File: config.mk
export PLATFORM = sky130hd
export DESIGN_NAME = vga_plot_arbiter_flat
export DESIGN_NICKNAME = d
export VERILOG_FILES = /design/src/rtl/vga_plot_arbiter_if.sv /design/src/rtl/vga_plot_arbiter.sv /design/src/flat_wrapper.sv
export SDC_FILE = /design/constraint.sdc
export NUM_CORES = 1
export LEC_CHECK = 0
export ABC_CLOCK_PERIOD_IN_PS = 2700
export CORE_MARGIN = 2
export CORE_UTILIZATION = 39
export DETAILED_ROUTE_END_ITERATION = 7
export HOLD_SLACK_MARGIN = 0.08
export PLACE_DENSITY = 0.91
export SETUP_SLACK_MARGIN = 0.15
export SLEW_MARGIN = 20
export SYNTH_ARGS = -nofsm -noshare
export SYNTH_HDL_FRONTEND = slang
export SYNTH_SLANG_ARGS = --single-unit
File: constraint.sdc
create_clock -name CLOCK_50 -period 2.7 [get_ports CLOCK_50]
set_input_delay 0.54 -clock CLOCK_50 [delete_from_list [all_inputs] [get_ports CLOCK_50]]
set_output_delay 0.54 -clock CLOCK_50 [all_outputs]
set_load 0.01 [all_outputs]
File: src/rtl/vga_plot_arbiter_if.sv
// Drawing-engine side of the VGA plot arbiter: per-requester request,
// pixel stream (valid/last/coordinates/colour) and the one-hot grant.
// The four engines drive the master modport, the arbiter uses slave.
interface vga_plot_arbiter_if;
    logic [3:0]  req;     // bit i = requester i wants the port
    logic [3:0]  valid;   // pixel valid, meaningful only while granted
    logic [3:0]  last;    // final pixel of the burst, qualified by valid
    logic [31:0] x_in;    // [8i+7:8i] = requester i x coordinate
    logic [27:0] y_in;    // [7i+6:7i] = requester i y coordinate
    logic [11:0] col_in;  // [3i+2:3i] = requester i colour
    logic [3:0]  gnt;     // one-hot grant, zero when idle

    modport master (
        output req,
        output valid,
        output last,
        output x_in,
        output y_in,
        output col_in,
        input  gnt
    );

    modport slave (
        input  req,
        input  valid,
        input  last,
        input  x_in,
        input  y_in,
        input  col_in,
        output gnt
    );
endinterface

File: src/rtl/vga_plot_arbiter.sv
// vga_plot_arbiter: shares the single vga_adapter write port among four
// drawing engines. Round-robin across bursts; a grant is held until the
// owner's last pixel or until the owner drops its request. Off-screen
// pixels are suppressed and counted in a saturating drop counter.
// Optional watchdog (macro PLOT_ARB_WATCHDOG_EN): forcibly releases an
// owner that stays idle for WDOG_CYCLES granted cycles and pulses wdog_trip.
module vga_plot_arbiter #(
    parameter int SCREEN_WIDTH  = 160,
    parameter int SCREEN_HEIGHT = 120
`ifdef PLOT_ARB_WATCHDOG_EN
    ,
    parameter int WDOG_CYCLES   = 1024
`endif
) (
    input  logic              CLOCK_50,
    input  logic              resetn,
    vga_plot_arbiter_if.slave eng,
    output logic [7:0]        VGA_X,
    output logic [6:0]        VGA_Y,
    output logic [2:0]        color_to_display,
    output logic              plot,
    output logic              busy,
    output logic [7:0]        drop_cnt
`ifdef PLOT_ARB_WATCHDOG_EN
    ,
    output logic              wdog_trip
`endif
);

    typedef enum logic {
        IDLE  = 1'b0,
        GRANT = 1'b1
    } state_t;

    // Registered state and outputs
    state_t      r_state;
    logic [1:0]  r_owner;
    logic [1:0]  r_rr;
    logic [3:0]  r_gnt;
    logic [7:0]  r_vga_x;
    logic [6:0]  r_vga_y;
    logic [2:0]  r_col;
    logic        r_plot;
    logic        r_busy;
    logic [7:0]  r_drop;

    // Next-state values
    state_t      w_state_next;
    logic [1:0]  w_owner_next;
    logic [1:0]  w_rr_next;
    logic [3:0]  w_gnt_next;
    logic [7:0]  w_vga_x_next;
    logic [6:0]  w_vga_y_next;
    logic [2:0]  w_col_next;
    logic        w_plot_next;
    logic        w_busy_next;
    logic [7:0]  w_drop_next;
    logic        w_release;

    // Unpacked per-requester pixel fields
    logic [7:0]  w_x   [4];
    logic [6:0]  w_y   [4];
    logic [2:0]  w_col [4];

    genvar gi;
    generate
        for (gi = 0; gi < 4; gi++) begin : g_unpack
            assign w_x[gi]   = eng.x_in[8*gi +: 8];
            assign w_y[gi]   = eng.y_in[7*gi +: 7];
            assign w_col[gi] = eng.col_in[3*gi +: 3];
        end
    endgenerate

    // Owner view: everything from non-owners is ignored
    logic        w_own_req;
    logic        w_own_valid;
    logic        w_own_last;
    logic [7:0]  w_own_x;
    logic [6:0]  w_own_y;
    logic [2:0]  w_own_col;
    logic        w_on_screen;

    assign w_own_req   = eng.req[r_owner];
    assign w_own_valid = eng.valid[r_owner];
    assign w_own_last  = eng.last[r_owner];
    assign w_own_x     = w_x[r_owner];
    assign w_own_y     = w_y[r_owner];
    assign w_own_col   = w_col[r_owner];
    assign w_on_screen = (32'(w_own_x) < SCREEN_WIDTH) &&
                         (32'(w_own_y) < SCREEN_HEIGHT);

    // Round-robin pick: first requesting index searching upward from rr+1
    logic [1:0]  w_sel;
    logic [1:0]  w_idx;
    logic        w_found;

    // Rotating priority search over the four requesters
    always_comb begin
        w_sel   = 2'd0;
        w_idx   = 2'd0;
        w_found = 1'b0;
        for (int k = 1; k <= 4; k++) begin
            w_idx = r_rr + 2'(k);
            if (!w_found && eng.req[w_idx]) begin
                w_sel   = w_idx;
                w_found = 1'b1;
            end
        end
    end

    logic w_wdog_fire;

`ifdef PLOT_ARB_WATCHDOG_EN
    // Counter must hold WDOG_CYCLES and never be narrower than 10 bits
    localparam int WDW = ($clog2(WDOG_CYCLES + 1) > 10) ? $clog2(WDOG_CYCLES + 1) : 10;

    logic [WDW-1:0] r_idle;
    logic [WDW-1:0] w_idle_next;
    logic           r_wdog_trip;

    // The WDOG_CYCLES-th consecutive idle granted cycle forces release
    assign w_wdog_fire = (r_state == GRANT) && !w_own_valid &&
                         (r_idle == WDW'(WDOG_CYCLES - 1));

    // Idle counter: counts granted cycles without a valid owner pixel
    always_comb begin
        w_idle_next = '0;
        if (r_state == GRANT && !w_own_valid && !w_wdog_fire && !w_release) begin
            w_idle_next = r_idle + 1'b1;
        end
    end

    // Watchdog registers; trip is a single-cycle pulse on forced release
    always_ff @(posedge CLOCK_50 or negedge resetn) begin
        if (!resetn) begin
            r_idle      <= '0;
            r_wdog_trip <= 1'b0;
        end else begin
            r_idle      <= w_idle_next;
            r_wdog_trip <= w_wdog_fire;
        end
    end

    assign wdog_trip = r_wdog_trip;
`else
    assign w_wdog_fire = 1'b0;
`endif

    // Next-state and output decode for the IDLE/GRANT machine
    always_comb begin
        w_state_next = r_state;
        w_owner_next = r_owner;
        w_rr_next    = r_rr;
        w_gnt_next   = r_gnt;
        w_vga_x_next = r_vga_x;
        w_vga_y_next = r_vga_y;
        w_col_next   = r_col;
        w_plot_next  = 1'b0;
        w_busy_next  = r_busy;
        w_drop_next  = r_drop;
        w_release    = 1'b0;

        case (r_state)
            IDLE: begin
                if (|eng.req) begin
                    w_state_next = GRANT;
                    w_owner_next = w_sel;
                    w_gnt_next   = 4'b0001 << w_sel;
                    w_busy_next  = 1'b1;
                end
            end
            GRANT: begin
                // Accept one owner pixel per valid cycle, no backpressure
                if (w_own_valid) begin
                    if (w_on_screen) begin
                        w_vga_x_next = w_own_x;
                        w_vga_y_next = w_own_y;
                        w_col_next   = w_own_col;
                        w_plot_next  = 1'b1;
                    end else if (r_drop != 8'hFF) begin
                        w_drop_next = r_drop + 8'd1;
                    end
                end
                // Burst ends on last, on request withdrawal, or on watchdog
                w_release = (w_own_valid && w_own_last) || !w_own_req || w_wdog_fire;
                if (w_release) begin
                    w_state_next = IDLE;
                    w_gnt_next   = 4'b0000;
                    w_busy_next  = 1'b0;
                    w_rr_next    = r_owner;
                end
            end
            default: begin
                w_state_next = IDLE;
                w_gnt_next   = 4'b0000;
                w_busy_next  = 1'b0;
            end
        endcase
    end

    // State and output registers; reset discards any in-flight pixel
    always_ff @(posedge CLOCK_50 or negedge resetn) begin
        if (!resetn) begin
            r_state <= IDLE;
            r_owner <= 2'd0;
            r_rr    <= 2'd3;
            r_gnt   <= 4'b0000;
            r_vga_x <= 8'd0;
            r_vga_y <= 7'd0;
            r_col   <= 3'd0;
            r_plot  <= 1'b0;
            r_busy  <= 1'b0;
            r_drop  <= 8'd0;
        end else begin
            r_state <= w_state_next;
            r_owner <= w_owner_next;
            r_rr    <= w_rr_next;
            r_gnt   <= w_gnt_next;
            r_vga_x <= w_vga_x_next;
            r_vga_y <= w_vga_y_next;
            r_col   <= w_col_next;
            r_plot  <= w_plot_next;
            r_busy  <= w_busy_next;
            r_drop  <= w_drop_next;
        end
    end

    assign eng.gnt          = r_gnt;
    assign VGA_X            = r_vga_x;
    assign VGA_Y            = r_vga_y;
    assign color_to_display = r_col;
    assign plot             = r_plot;
    assign busy             = r_busy;
    assign drop_cnt         = r_drop;

endmodule

File: src/flat_wrapper.sv
// flat-port wrapper written by rule: the top's interface ports become plain ports
module vga_plot_arbiter_flat 
#(
    parameter int SCREEN_WIDTH  = 160,
    parameter int SCREEN_HEIGHT = 120

)
  (CLOCK_50, resetn, VGA_X, VGA_Y, color_to_display, plot, busy, drop_cnt, eng_req, eng_valid, eng_last, eng_x_in, eng_y_in, eng_col_in, eng_gnt);
  vga_plot_arbiter_if eng_i ();
  input  logic CLOCK_50;
  input  logic resetn;
  output logic [7:0] VGA_X;
  output logic [6:0] VGA_Y;
  output logic [2:0] color_to_display;
  output logic plot;
  output logic busy;
  output logic [7:0] drop_cnt;
  input wire logic [$bits(eng_i.req)-1:0] eng_req;
  input wire logic [$bits(eng_i.valid)-1:0] eng_valid;
  input wire logic [$bits(eng_i.last)-1:0] eng_last;
  input wire logic [$bits(eng_i.x_in)-1:0] eng_x_in;
  input wire logic [$bits(eng_i.y_in)-1:0] eng_y_in;
  input wire logic [$bits(eng_i.col_in)-1:0] eng_col_in;
  output wire logic [$bits(eng_i.gnt)-1:0] eng_gnt;
  assign eng_i.req = eng_req;
  assign eng_i.valid = eng_valid;
  assign eng_i.last = eng_last;
  assign eng_i.x_in = eng_x_in;
  assign eng_i.y_in = eng_y_in;
  assign eng_i.col_in = eng_col_in;
  assign eng_gnt = eng_i.gnt;
  vga_plot_arbiter #(.SCREEN_WIDTH(SCREEN_WIDTH), .SCREEN_HEIGHT(SCREEN_HEIGHT)) u_core (.CLOCK_50(CLOCK_50), .resetn(resetn), .eng(eng_i), .VGA_X(VGA_X), .VGA_Y(VGA_Y), .color_to_display(color_to_display), .plot(plot), .busy(busy), .drop_cnt(drop_cnt));
endmodule
==> results of run 1 <==
==> worst min-delay path by stage <==
stage                                           endpoint  slack (ns)  depth (start not counted)
after global routing      u_core.drop_cnt[5]$_DFFE_PN0P_        0.42                          1
after CTS                  u_core.eng.gnt[0]$_DFFE_PN0P_        0.38                          1
after detailed placement  u_core.drop_cnt[7]$_DFFE_PN0P_        0.49                          1
after floorplan              u_core.VGA_X[0]$_DFFE_PN0P_        0.24                          0
final                     u_core.drop_cnt[6]$_DFFE_PN0P_        0.35                          1
after global placement    u_core.drop_cnt[6]$_DFFE_PN0P_        0.49                          1
==> flip-flops by register name (all words and copies together) (netlist names) <==
| name | cells |
|---|---|
| u_core.drop_cnt | 8 |
| u_core.busy | 1 |
| u_core.r_rr | 2 |
| u_core.color_to_display | 3 |
| u_core.VGA_X | 8 |
| u_core.r_state | 1 |
| u_core.VGA_Y | 7 |
| u_core.r_owner | 2 |
| u_core.plot | 1 |
| u_core.eng.gnt | 4 |
==> cells in the mapped netlist (all sizes together) (2+ instances only) <==
library cell	count	share of area, %
a32o	2	0.92
o32ai	2	0.81
mux2	21	12
clkbuf	2	0.35
nand3	4	0.92
o21ai	4	1.4
nor2	3	0.52
a21o	2	0.69
nand2	6	1.0
xor2	7	2.8
dfrtp	35	40
a211oi	4	1.4
mux4	21	23
dfstp	2	2.4
inv	4	0.69
nand4	3	1.8
a21oi	3	0.69
a2111oi	3	1.2
nand2b	2	0.58
nor2b	2	0.58
buf	5	2.0
==> stage by stage <==
step,total power (W),utilization [%],setup slack [ns],instances
after floorplan,0.00228,-,0.540,146
after global placement,0.00305,62.9,0.216,333
after detailed placement,0.00312,62.9,0.196,333
after CTS,0.00353,64.6,0.319,341
after global routing,0.00370,64.6,0.220,341
final,0.00348,64.6,0.373,341
==> cells by family after synthesis <==
family / count (synthesis) / share of synthesized area (%)
DFF: 37 / 42.9
buffers and inverters: 11 / 3.01
adders and majority gates: 1 / 0.578
and+or+nand+nor: 23 / 6.36
muxes: 42 / 35.2
AOI/OAI and AO/OA: 25 / 9.13
xor gates and xnor gates: 7 / 2.83
==> power breakdown <==
part | leakage [nW] | switching (W) | internal, W
registers | 0.451 | 0.000243 | 0.000829
logic | 0.935 | 0.000767 | 0.00124
clock network | 0.0455 | 0.000187 | 0.000208
==> critical path: cells and delay by family, from the launching register on <==
kind | cells | cell delay (ns)
AO/OA/AOI/OAI | 1 | 0.21
buffers and inverters | 1 | 0.19
flip-flops | 1 | 0.67
multiplexers | 2 | 1.01
AND/OR/NAND/NOR | 1 | 0.12
==> cell type report <==
| type | instances | area (um^2) | area share [%] |
|---|---|---|---|
| Sequential cell | 37 | 928 | 26.4 |
| Inverter | 4 | 15.0 | 0.428 |
| Timing Repair Buffer | 122 | 1220 | 34.6 |
| Tap cell | 72 | 90.1 | 2.57 |
| Clock buffer | 8 | 90.1 | 2.57 |
| Multi-Input combinational cell | 98 | 1170 | 33.4 |
==> metal layers <==
| metal | routed length, um | share of wire [%] | vias to the layer above |
|---|---|---|---|
| met2 | 2930 | 51 | 79 |
| met1 | 2300 | 40 | 888 |
| met3 | 389 | 6.7 | 15 |
| li1 | - | - | 829 |
| met4 | 151 | 2.6 | 0 |
| met5 | 0 | 0 | - |
==> flow_summary.ini, run 1 <==
[global_routing]
grt_start_max_net_pins = 38
grt_pass1_vias = 2035
grt_pass1_wl_mm = 9.60
grt_usage_pct = 20.4
grt_overflow = 0
grtUsageMet1_pct = 23.3
use_met3_pct = 5.98
met2_usage_pct = 35.8
busiest_layer = met2
antenna_found_initial = 0

[place]
dpl_cell_area_um2 = 3420
portBuffers = 117
hpwl_mm = 4.52
gp_congestion = 0.779

[critical_path]
startpoint = u_core.r_owner[0]$_DFFE_PN0P_
cp_slowest_cell = mux4_1
ff2ff_setup_slack_ns = 0.37
critPathCaptureType = flop
crit_path_start_kind = flop
critPathMaxStageDelay_ns = 0.71
cp.required_ns = 2.87
cp_max_fo = 19
endpoint = u_core.VGA_Y[4]$_DFFE_PN0P_
worstSetupPathType = reg -> reg
r2r_end = u_core.VGA_Y[4]$_DFFE_PN0P_
worstPathCellList = mux4_1 > o21ai_4 > nand4_4 > buf_12 > mux2_4
ff2ff_path_depth = 5
timing.rr.start = u_core.r_owner[0]$_DFFE_PN0P_
critPathArrivalTime_ns = 2.50

[clocking]
cts_root_buffer = clkbuf_8
cts_hold_buffers = 0
cts_tree = built
cts_made_buffers = 5
clockBufferDepth = 2
htree_levels = 2
clk_latency_ns = 0.29
post_cts_resized = 0
clk_pin_slew_worst_paths_ns = 0.07
post_cts_buffers = 0
clock_sinks = 37

[sta]
hold_violations = 0
max_freq_mhz = 430
post-route-period-util_pct = 86.2
finalSetupTns_ns = 0
skew_ns = 0.00472
rsz0062_at_grt = no
setup_violations = 0
hold_slack_ns = 0.348
slew_viol_final = 0
worstMarginPinSlew_ns = 0.835
slew_headroom_pct = 44.3
fin_crit_ns = 2.33

[yosys]
yosys_warnings = 0
synthArstFlopShare_pct = 100
synth_edf_count = 0
syn_nets = 233
synth_cell_type_count = 37
synth_area_um2 = 2160
ys_ff_latch = 37
synthFlopType = dfrtp_1
seq_area_frac_synth_pct = 42.9
avgSynthCellArea_um2 = 14.8
synth_cells = 146

[job]
cap_violations = 0

[floorplanning]
io_pins = 118
die_h_um = 78.5
core_area_um2 = 5440
die_w_um = 78.5
start_util_pct = 39.8
rows = 27
dieArea_um2 = 6160

[layout]
design_area_um2 = 3510
drive_gt1_share_pct = 20.8
layout.nets = 355
layout_common_cells = 116 x clkdlybuf4s50_1, 35 x dfrtp_1, 16 x mux4_2, 12 x mux2_2, 9 x mux2_4
n_antenna_cell = 0
syn_to_final_growth_pct = 62.2
n_fill_cell = 415
layout_commonest_cell = clkdlybuf4s50_1

[routing]
drc = 0
wl_mm = 5.77
ant_nets = 0
dr.pass1.iters = 4
dr.first_iter.drc_count = 86
vias = 1811
avgViaCountPerCell = 5.31
post_drt_wl_per_cell_um = 16.9

[outcome]
outcome = completed

[power_and_ir_drop]
power_density_nw_per_um2 = 990
leakage_nw = 1.43
vdd_drop_max_mv = 0.470

[min_path]
hp-class = in -> async
Power figures use the tool's default switching activity.
==> run 2, diff against run 1 <==
GPL_ROUTABILITY_DRIVEN = 0   (was unset)
==> results of run 2 <==
The final DEF is identical to that of run 1; final timing and power are the same.
==> run 3, diff against run 2 <==
CELL_PAD_IN_SITES_DETAIL_PLACEMENT = 2   (was unset)
CELL_PAD_IN_SITES_GLOBAL_PLACEMENT = 2   (was unset)
CORE_UTILIZATION = 24   (was 39)
PLACE_DENSITY = 0.9   (was 0.91)
==> run 3 against run 2 <==
  * Clock power increased by 1%
  * Via count increased by 0.94%
  * Setup slack got worse by 0.028 ns
  * Non-clock buffer count decreased by 1
  * Count of clock-buffer cells in the layout decreased by 1
  * Sequential power about the same
  * Register-to-register slack improved by 0.02 ns
  * Sequential share of layout area decreased by 0.35 points
  * Clock skew increased by 0.0015 ns
  * First-iteration DRC count decreased by 76%
  * Cell count increased by 10%
  * Combinational power increased by 3%
  * Critical path type is now in -> reg
  * Largest cell class unchanged
==> flow_summary.ini, run 3 (synthesis gave the netlist of run 1 again) <==
[routing]
wl_mm = 7.36
avgViaCountPerCell = 4.87
drc = 0
vias = 1828
dr.pass1.iters = 4
ant_nets = 0
post_drt_wl_per_cell_um = 19.6
dr.first_iter.drc_count = 21

[critical_path]
critPathArrivalTime_ns = 2.53
cp.required_ns = 2.87
cp_max_fo = 19
worstSetupPathType = in -> reg
critPathCaptureType = flop
crit_path_start_kind = primary input

[global_routing]
antenna_found_initial = 0
grt_usage_pct = 15.6
grt_pass1_vias = 2163
grt_pass1_wl_mm = 11.8
grt_overflow = 0
grt_start_max_net_pins = 38

[job]
cap_violations = 0

[sta]
skew_ns = 0.00621
rsz0062_at_grt = no
slew_headroom_pct = 41.6
hold_slack_ns = 0.368
fin_crit_ns = 2.36
slew_viol_final = 0
max_freq_mhz = 425
finalSetupTns_ns = 0
worstMarginPinSlew_ns = 0.877
post-route-period-util_pct = 87.2
setup_violations = 0
hold_violations = 0

[power_and_ir_drop]
power_density_nw_per_um2 = 998
internal_power_w = 0.00228
switching_share_pct = 35.8
power_frac_comb_pct = 58.4
sequentialPowerShare_pct = 30.3
clockPowerShare_pct = 11.3
leakage_nw = 1.43
p_sw_w = 0.00127
vdd_drop_max_mv = 0.314

[floorplanning]
die_h_um = 99.0
core_area_um2 = 8720
start_util_pct = 24.8
rows = 34
dieArea_um2 = 9800
io_pins = 118
die_w_um = 99.0

[clocking]
cts_made_buffers = 5
post_cts_buffers = 0
clk_latency_ns = 0.29
clockBufferDepth = 2
clock_sinks = 37
cts_tree = built
post_cts_resized = 0
htree_levels = 2
cts_hold_buffers = 0
cts_root_buffer = clkbuf_8
clk_pin_slew_worst_paths_ns = 0.07

[layout]
final_util_pct = 40.8
n_fill_cell = 883
n_antenna_cell = 0
syn_to_final_growth_pct = 64.4
layout.nets = 354
layout_common_cells = 116 x clkdlybuf4s50_1, 35 x dfrtp_1, 16 x mux4_2, 12 x mux2_2, 9 x mux2_4
drive_gt1_share_pct = 20.6
layout_commonest_cell = clkdlybuf4s50_1

[place]
portBuffers = 117
hpwl_mm = 5.85

[min_path]
hp-class = in -> async

[outcome]
outcome = completed
-- run 3: cell count changes in the layout (fill, tap and decap cells not counted), sizes merged --
cell / previous run / this run
buf: 6 / 5
clkbuf: 8 / 7
-- run 3: worst max-delay path: stages --
cell and delay, ns:
clkdlybuf4s50_1 0.41, mux4_1 0.61, o21ai_4 0.32, nand4_4 0.14
buf_12 0.19, mux2_4 0.30
-- run 3: final timing paths --
check | cells after the start | endpoint | from | slack [ns]
max | 6 | u_core.VGA_Y[1]$_DFFE_PN0P_ | eng_x_in[13] | 0.34
min | 1 | u_core.drop_cnt[5]$_DFFE_PN0P_ | resetn | 0.37
max reg2reg | 5 | u_core.VGA_Y[1]$_DFFE_PN0P_ | u_core.r_owner[1]$_DFFE_PN0P_ | 0.39
min reg2reg | 1 | u_core.drop_cnt[6]$_DFFE_PN0P_ | u_core.drop_cnt[6]$_DFFE_PN0P_ | 0.51
max in group asynchronous | 1 | u_core.eng.gnt[2]$_DFFE_PN0P_ | resetn | 1.78
min in group CLOCK_50 | 1 | u_core.drop_cnt[6]$_DFFE_PN0P_ | u_core.drop_cnt[6]$_DFFE_PN0P_ | 0.51
-- run 3: area by class of cell --
| type | count | area, um^2 | area share (%) |
|---|---|---|---|
| clock buffer | 7 | 86.3 | 2.43 |
| multi-input combinational | 98 | 1170 | 32.9 |
| sequential | 37 | 928 | 26.1 |
| timing repair buffer | 121 | 1220 | 34.3 |
| inverter | 4 | 15.0 | 0.422 |
| tap | 108 | 135 | 3.80 |
-- run 3: stage by stage --
step / std cells / instance area, um^2 / setup WS, ns / power [W]
2_1_floorplan: 146 / 2160 / 0.540 / 0.00228
3_3_place_gp: 368 / 3470 / 0.137 / 0.00311
3_5_place_dp: 368 / 3470 / 0.0186 / 0.00321
4_1_cts: 375 / 3560 / 0.265 / 0.00363
5_1_grt: 375 / 3560 / 0.230 / 0.00380
6_report: 375 / 3560 / 0.345 / 0.00355
-- run 3: power groups by stage --
stage | logic (W) | clock network [W] | registers (W)
after CTS | 0.00212 | 0.000418 | 0.00109
after detailed placement | 0.00211 | 0 | 0.00109
after floorplan | 0.00118 | 0 | 0.00110
final | 0.00207 | 0.000400 | 0.00108
after global routing | 0.00224 | 0.000436 | 0.00112
after global placement | 0.00203 | 0 | 0.00107
-- run 3: routing by layer --
metal  routed length [um]  global-route usage (%)  vias to the layer above
met1                 2760                    17.1                      945
met3                  338                    2.91                        5
met4                   55                    2.85                        0
li1                     -                       -                      822
met5                    0                       0                        -
met2                 4210                    31.0                       56
